--- src/rtl/y86_pkg.sv ---
// Shared Y86-64 field widths and encodings used by the pipeline stage registers.
package y86_pkg;

    localparam int unsigned STAT_W  = 3;
    localparam int unsigned ICODE_W = 4;
    localparam int unsigned REG_W   = 4;

    localparam logic [STAT_W-1:0] AOK = 3'h1;
    localparam logic [STAT_W-1:0] HLT = 3'h2;
    localparam logic [STAT_W-1:0] ADR = 3'h3;
    localparam logic [STAT_W-1:0] INS = 3'h4;

    localparam logic [ICODE_W-1:0] I_HALT   = 4'h0;
    localparam logic [ICODE_W-1:0] I_NOP    = 4'h1;
    localparam logic [ICODE_W-1:0] I_RRMOVQ = 4'h2;
    localparam logic [ICODE_W-1:0] I_IRMOVQ = 4'h3;
    localparam logic [ICODE_W-1:0] I_RMMOVQ = 4'h4;
    localparam logic [ICODE_W-1:0] I_MRMOVQ = 4'h5;
    localparam logic [ICODE_W-1:0] I_OPQ    = 4'h6;
    localparam logic [ICODE_W-1:0] I_JXX    = 4'h7;
    localparam logic [ICODE_W-1:0] I_CALL   = 4'h8;
    localparam logic [ICODE_W-1:0] I_RET    = 4'h9;
    localparam logic [ICODE_W-1:0] I_PUSHQ  = 4'hA;
    localparam logic [ICODE_W-1:0] I_POPQ   = 4'hB;

    localparam logic [REG_W-1:0] RNONE = 4'hF;

    // Non-value stage fields, kept together so hold/load/bubble treat them as one unit.
    typedef struct packed {
        logic [STAT_W-1:0]  status;
        logic [ICODE_W-1:0] icode;
        logic [3:0]         ifun;
        logic [REG_W-1:0]   rA;
        logic [REG_W-1:0]   rB;
        logic               Cnd;
    } stage_ctl_t;

    function automatic stage_ctl_t bubble_ctl();
        stage_ctl_t c;
        c.status = AOK;
        c.icode  = I_NOP;
        c.ifun   = 4'h0;
        c.rA     = RNONE;
        c.rB     = RNONE;
        c.Cnd    = 1'b0;
        return c;
    endfunction

endpackage

--- src/rtl/y86_sat_counter.sv ---
// Saturating up-counter with synchronous active-high reset; sticks at all-ones.
module y86_sat_counter #(
    parameter int unsigned CNT_W = 32
) (
    input  logic             CLK,
    input  logic             RST,
    input  logic             inc,
    output logic [CNT_W-1:0] cnt
);

    logic [CNT_W-1:0] cnt_q, cnt_d;

    always_comb begin
        cnt_d = cnt_q;
        if (RST) begin
            cnt_d = '0;
        end else if (inc && (cnt_q != {CNT_W{1'b1}})) begin
            cnt_d = cnt_q + 1'b1;
        end
    end

    always_ff @(posedge CLK) begin
        cnt_q <= cnt_d;
    end

    assign cnt = cnt_q;

endmodule

--- src/rtl/y86_pipe_reg.sv ---
// Y86-64 pipeline stage register with stall, bubble injection and a sticky conflict flag.
// Define PIPE_REG_PERF_EN to add stall/bubble/load saturating performance counters.
module y86_pipe_reg
    import y86_pkg::*;
#(
    parameter int unsigned W     = 64,
    parameter int unsigned NVAL  = 5,
    parameter int unsigned CNT_W = 32
) (
    input  logic                CLK,
    input  logic                RST,
    input  logic                stall,
    input  logic                bubble,
    input  logic [STAT_W-1:0]   in_status,
    input  logic [ICODE_W-1:0]  in_icode,
    input  logic [3:0]          in_ifun,
    input  logic [REG_W-1:0]    in_rA,
    input  logic [REG_W-1:0]    in_rB,
    input  logic [NVAL*W-1:0]   in_val,
    input  logic                in_Cnd,
    output logic [STAT_W-1:0]   out_status,
    output logic [ICODE_W-1:0]  out_icode,
    output logic [3:0]          out_ifun,
    output logic [REG_W-1:0]    out_rA,
    output logic [REG_W-1:0]    out_rB,
    output logic [NVAL*W-1:0]   out_val,
    output logic                out_Cnd,
    output logic                out_is_bubble,
    output logic                ctl_err
`ifdef PIPE_REG_PERF_EN
    ,
    output logic [CNT_W-1:0]    stall_cnt,
    output logic [CNT_W-1:0]    bubble_cnt,
    output logic [CNT_W-1:0]    load_cnt
`endif
);

    stage_ctl_t        ctl_q, ctl_d, ctl_in;
    logic [NVAL*W-1:0] val_q, val_d;
    logic              bub_q, bub_d;
    logic              err_q, err_d;

    assign ctl_in = '{status: in_status, icode: in_icode, ifun: in_ifun,
                      rA: in_rA, rB: in_rB, Cnd: in_Cnd};

    // Priority RST > stall > bubble > load; stall+bubble together is a hold plus error.
    always_comb begin
        ctl_d = ctl_q;
        val_d = val_q;
        bub_d = bub_q;
        err_d = err_q;
        if (RST) begin
            ctl_d = bubble_ctl();
            val_d = '0;
            bub_d = 1'b1;
            err_d = 1'b0;
        end else if (stall) begin
            if (bubble) begin
                err_d = 1'b1;
            end
        end else if (bubble) begin
            ctl_d = bubble_ctl();
            val_d = '0;
            bub_d = 1'b1;
        end else begin
            ctl_d = ctl_in;
            val_d = in_val;
            bub_d = 1'b0;
        end
    end

    always_ff @(posedge CLK) begin
        ctl_q <= ctl_d;
        val_q <= val_d;
        bub_q <= bub_d;
        err_q <= err_d;
    end

    assign out_status    = ctl_q.status;
    assign out_icode     = ctl_q.icode;
    assign out_ifun      = ctl_q.ifun;
    assign out_rA        = ctl_q.rA;
    assign out_rB        = ctl_q.rB;
    assign out_Cnd       = ctl_q.Cnd;
    assign out_val       = val_q;
    assign out_is_bubble = bub_q;
    assign ctl_err       = err_q;

`ifdef PIPE_REG_PERF_EN
    logic stall_inc, bubble_inc, load_inc;

    assign stall_inc  = stall;
    assign bubble_inc = !stall && bubble;
    assign load_inc   = !stall && !bubble;

    y86_sat_counter #(.CNT_W(CNT_W)) u_stall_cnt (
        .CLK (CLK),
        .RST (RST),
        .inc (stall_inc),
        .cnt (stall_cnt)
    );

    y86_sat_counter #(.CNT_W(CNT_W)) u_bubble_cnt (
        .CLK (CLK),
        .RST (RST),
        .inc (bubble_inc),
        .cnt (bubble_cnt)
    );

    y86_sat_counter #(.CNT_W(CNT_W)) u_load_cnt (
        .CLK (CLK),
        .RST (RST),
        .inc (load_inc),
        .cnt (load_cnt)
    );
`else
    logic [CNT_W-1:0] unused_cnt_w;
    assign unused_cnt_w = '0;
`endif

endmodule

--- config.mk ---
export PLATFORM = sky130hd
export DESIGN_NAME = y86_pipe_reg
export DESIGN_NICKNAME = d
export VERILOG_FILES = /design/src/rtl/y86_pkg.sv /design/src/rtl/y86_sat_counter.sv /design/src/rtl/y86_pipe_reg.sv
export SDC_FILE = /design/constraint.sdc
export NUM_CORES = 1
export LEC_CHECK = 0
export CAP_MARGIN = 0
export CORE_AREA = 2 2 269 271
export DETAILED_ROUTE_END_ITERATION = 8
export DIE_AREA = 0 0 271 273
export HOLD_SLACK_MARGIN = 0.12
export PLACE_DENSITY_LB_ADDON = 0.05
export SLEW_MARGIN = 10
export SYNTH_ARGS = -nofsm -noshare
export SYNTH_HDL_FRONTEND = slang
export SYNTH_HIERARCHICAL = 1
export SYNTH_SLANG_ARGS = --single-unit
--- constraint.sdc ---
create_clock -name CLK -period 2.1 [get_ports CLK]
set_clock_uncertainty 0.05 [all_clocks]
set_input_delay 0.42 -clock CLK [delete_from_list [all_inputs] [get_ports CLK]]
set_output_delay 0.42 -clock CLK [all_outputs]
set_load 0.02 [all_outputs]
==> flow_summary.toml <==
[timing]
timing.setup.tns_ps = 0
report.final.setup_viol = 0
tightest_slew_ps = 395.3
clock.fmax_ghz = 0.4907
timing.slew.headroom = 0.7375
finalHoldViolations = 0
clock_period_minus_worst_slack_ps = 2038
grt_setup_unrepaired = "no"
layout_worst_path_cycle_share = 0.9705
final_max_slew_viol_count = 0

[global_routing]
grt_max_degree = 81
grt_antenna_before_repair = 17
global_route_wire_length_before_repair_um = 87980
global_route.overflow_total = 0
grt_usage = 0.1578
first_global_vias = 12741

[routing]
total_wire_length_after_detailed_routing_um = 61530
met1Wirelength_um = 23340
drt-vias-per-instance = 4.125
vias = 12961
dr.max_layer_used = "met5"
detail_route.first_pass.iterations = 5
drt.antenna.violating_nets = 0
number_of_violations_reported_at_the_end_of_detailed_routing_iteration_0 = 498
met3_wirelength_um = 5383
routed_wire_length_per_instance_um = 19.58
routed-wl-met2_um = 31220
remaining_drc_errors = 0

[worst_setup_path]
cp_top_family = "buffers and inverters"
r2r_slack_ps = 1350
worst_ep_arrival_time_ps = 1570
worst_path_bufs_invs = 1
timing.reg2reg.worst_path_depth = 2
start_kind = "flip-flop"
critical_path.cell_chain = "clkdlybuf4s50_1"
critical_path_class = "flip-flop to primary output"
worstReg2RegStart = "out_is_bubble"
cp_slowest_cell = "sky130_fd_sc_hd__clkdlybuf4s50_1"
cp_data_required_time_ps = 1630
worst_setup_ep_type = "primary output"
cpPeakStageDelay_ps = 670
cp-startpoint = "out_val[287]"
worst-path-stages = 1
worst-path-max-fanout = 2

[floorplanning]
placeableCoreArea_um2 = 71000
initial_core_util = 0.1931
placementRows = 98
die_w_um = 271
die-height_um = 273
top_level_ports = 686
design.die.area_um2 = 73980

[logic_synthesis]
synthMostInstantiatedCell = "sky130_fd_sc_hd__dfxtp_1"
yosys_warnings = 6
most_used_standard_cells_in_the_synthesized_netlist = "sky130_fd_sc_hd__dfxtp_1, sky130_fd_sc_hd__nand2b_1, sky130_fd_sc_hd__nand2_1, sky130_fd_sc_hd__o22ai_1, sky130_fd_sc_hd__buf_2"
synth_cells = 1519
fraction_of_synthesis_flops_using_an_asynchronous_set_or_reset_pin = 0
synth-seq-cells = 342
synth-adder-area-share = 0
yosys.area.top_type = "sky130_fd_sc_hd__dfxtp_1"
synth-xor-area-share = 0
netlist_area_um2 = 13710
number_of_flops_mapped_to_enable_cells_by_yosys = 0
mappedNetlistNets = 1863
muxShareOfSynthArea = 0
yosys-top-cells-area = "sky130_fd_sc_hd__dfxtp_1, sky130_fd_sc_hd__nand2b_1, sky130_fd_sc_hd__o22ai_1"
synth_top_family_by_area = "simple AND/OR/NAND/NOR gates"
yosysUniqueCellTypes = 16
ys_seq_area_frac = 0.4995
yosys_most_used_dff = "sky130_fd_sc_hd__dfxtp_1"
synth_compound_gate_area_share = 0.1817
simple_logic_cell_fraction_of_the_synthesized_area = 0.2508
synth_top_area_share = 0.4995
syn-mean-instance-area_um2 = 9.024

[clock_tree]
cts_h_tree_depth = 2
cts_inserted_buffers = 46
worst_path_clk_slew_ps = 60
clock_sink_count = 342
clk_root_buffer_cell = "sky130_fd_sc_hd__clkbuf_16"
clk_latency_ps = 560
tritoncts = "done"
clk_path_buf_depth = 3

[cells_and_area]
final_net_count = 2492
drive_above_1_share = 0.08417
area_growth_pct = 68.78
layoutNonFillerInstCount = 3142

[placed_design]
placedCellCount = 3049
hpwlAfterDp_um = 44900
place_congestion = 0.7931
io_buffers = 685

[power_and_ir_drop]
power_density_nw_per_um2 = 771.4
worst_ir_drop_vdd_mv = 0.5705
power.static_leakage_nw = 8.416

[run]
cap_viol_max_count = 0

[outcome]
run_status = "finished, final reports clean"

[worst_hold_path]
worstHoldPathCells = 2
hold_path.startpoint = "RST"
hold_class = "primary input to flip-flop"
[logic make-up after synthesis]
group | after synthesis
AO/OA/AOI/OAI | 342
buffers and inverters | 151
flip-flops | 342
AND/OR/NAND/NOR | 684
[through the flow]
step	worst slack, ps	total power [mW]	instance area [um^2]	hold WS, ps	util
2_1_floorplan	784.0	8.240	13710	494.4	-
3_3_place_gp	237.4	9.757	21530	410.3	0.3032
3_5_place_dp	206.5	9.763	21530	415.9	0.3032
4_1_cts	1.124	18.28	23080	218.8	0.3252
5_1_grt	1.093	18.69	23130	247.5	0.3258
6_report	61.89	17.85	23130	255.6	0.3259
[worst register-to-register path: stages, from the launching register on]
cell	delay, ps
sky130_fd_sc_hd__dfxtp_1	300
sky130_fd_sc_hd__nand2b_1	130
sky130_fd_sc_hd__a21o_1	170
[final timing paths]
kind	to
min	out_val[255]
max	out_val[287]
min reg2reg	out_val[241]
max reg2reg	out_is_bubble
[flip-flops by register name (all words and copies together) (netlist names)]
signal / cells
out_rA: 4
out_icode: 4
out_Cnd: 1
out_val: 320
out_ifun: 4
out_is_bubble: 1
out_status: 3
ctl_err: 1
out_rB: 4
[what timing repair did]
action / in CTS / in global routing
hold endpoints to repair: 15 / 0
endpoints found under the setup margin: 54 / 14
hold buffers: 1 / 0
gates resized for setup: 54 / 14
setup buffers: 0 / 0
[layout make-up]
class | instances | area, um^2
multi-input combinational | 1026 | 5931
timing repair buffer | 732 | 7540
sequential | 342 | 6847
tap | 950 | 1189
fill | 7411 | 47860
clock buffer | 75 | 1484
clock inverter | 11 | 130.1
antenna | 6 | 15.01
[power breakdown]
| group | switching [mW] | total, mW | leakage, nW | internal, mW |
|---|---|---|---|---|
| registers | 0.133 | 6.89 | 2.79 | 6.75 |
| logic | 1.25 | 2.67 | 4.82 | 1.42 |
| clock network | 3.12 | 8.29 | 0.804 | 5.17 |
[layer usage]
| metal | GRT usage | vias to the layer above |
|---|---|---|
| met2 | 0.2778 | 379 |
| met4 | 0.05089 | 20 |
| met1 | 0.1717 | 6051 |
| met5 | 0 | - |
| li1 | - | 6422 |
| met3 | 0.06493 | 89 |
[layout by cell type, fill, tap and decap left out, drive strengths merged, types with 10 or more instances in the layout]
| cell | n |
|---|---|
| o22ai | 330 |
| dlymetal6s2s | 14 |
| clkbuf | 75 |
| dfxtp | 342 |
| nand2 | 330 |
| nand2b | 331 |
| nor3b | 10 |
| dlygate4sd2 | 54 |
| buf | 48 |
| a21oi | 11 |
| clkdlybuf4s50 | 615 |
| nor2 | 12 |
(Power assumes the default switching activity.)
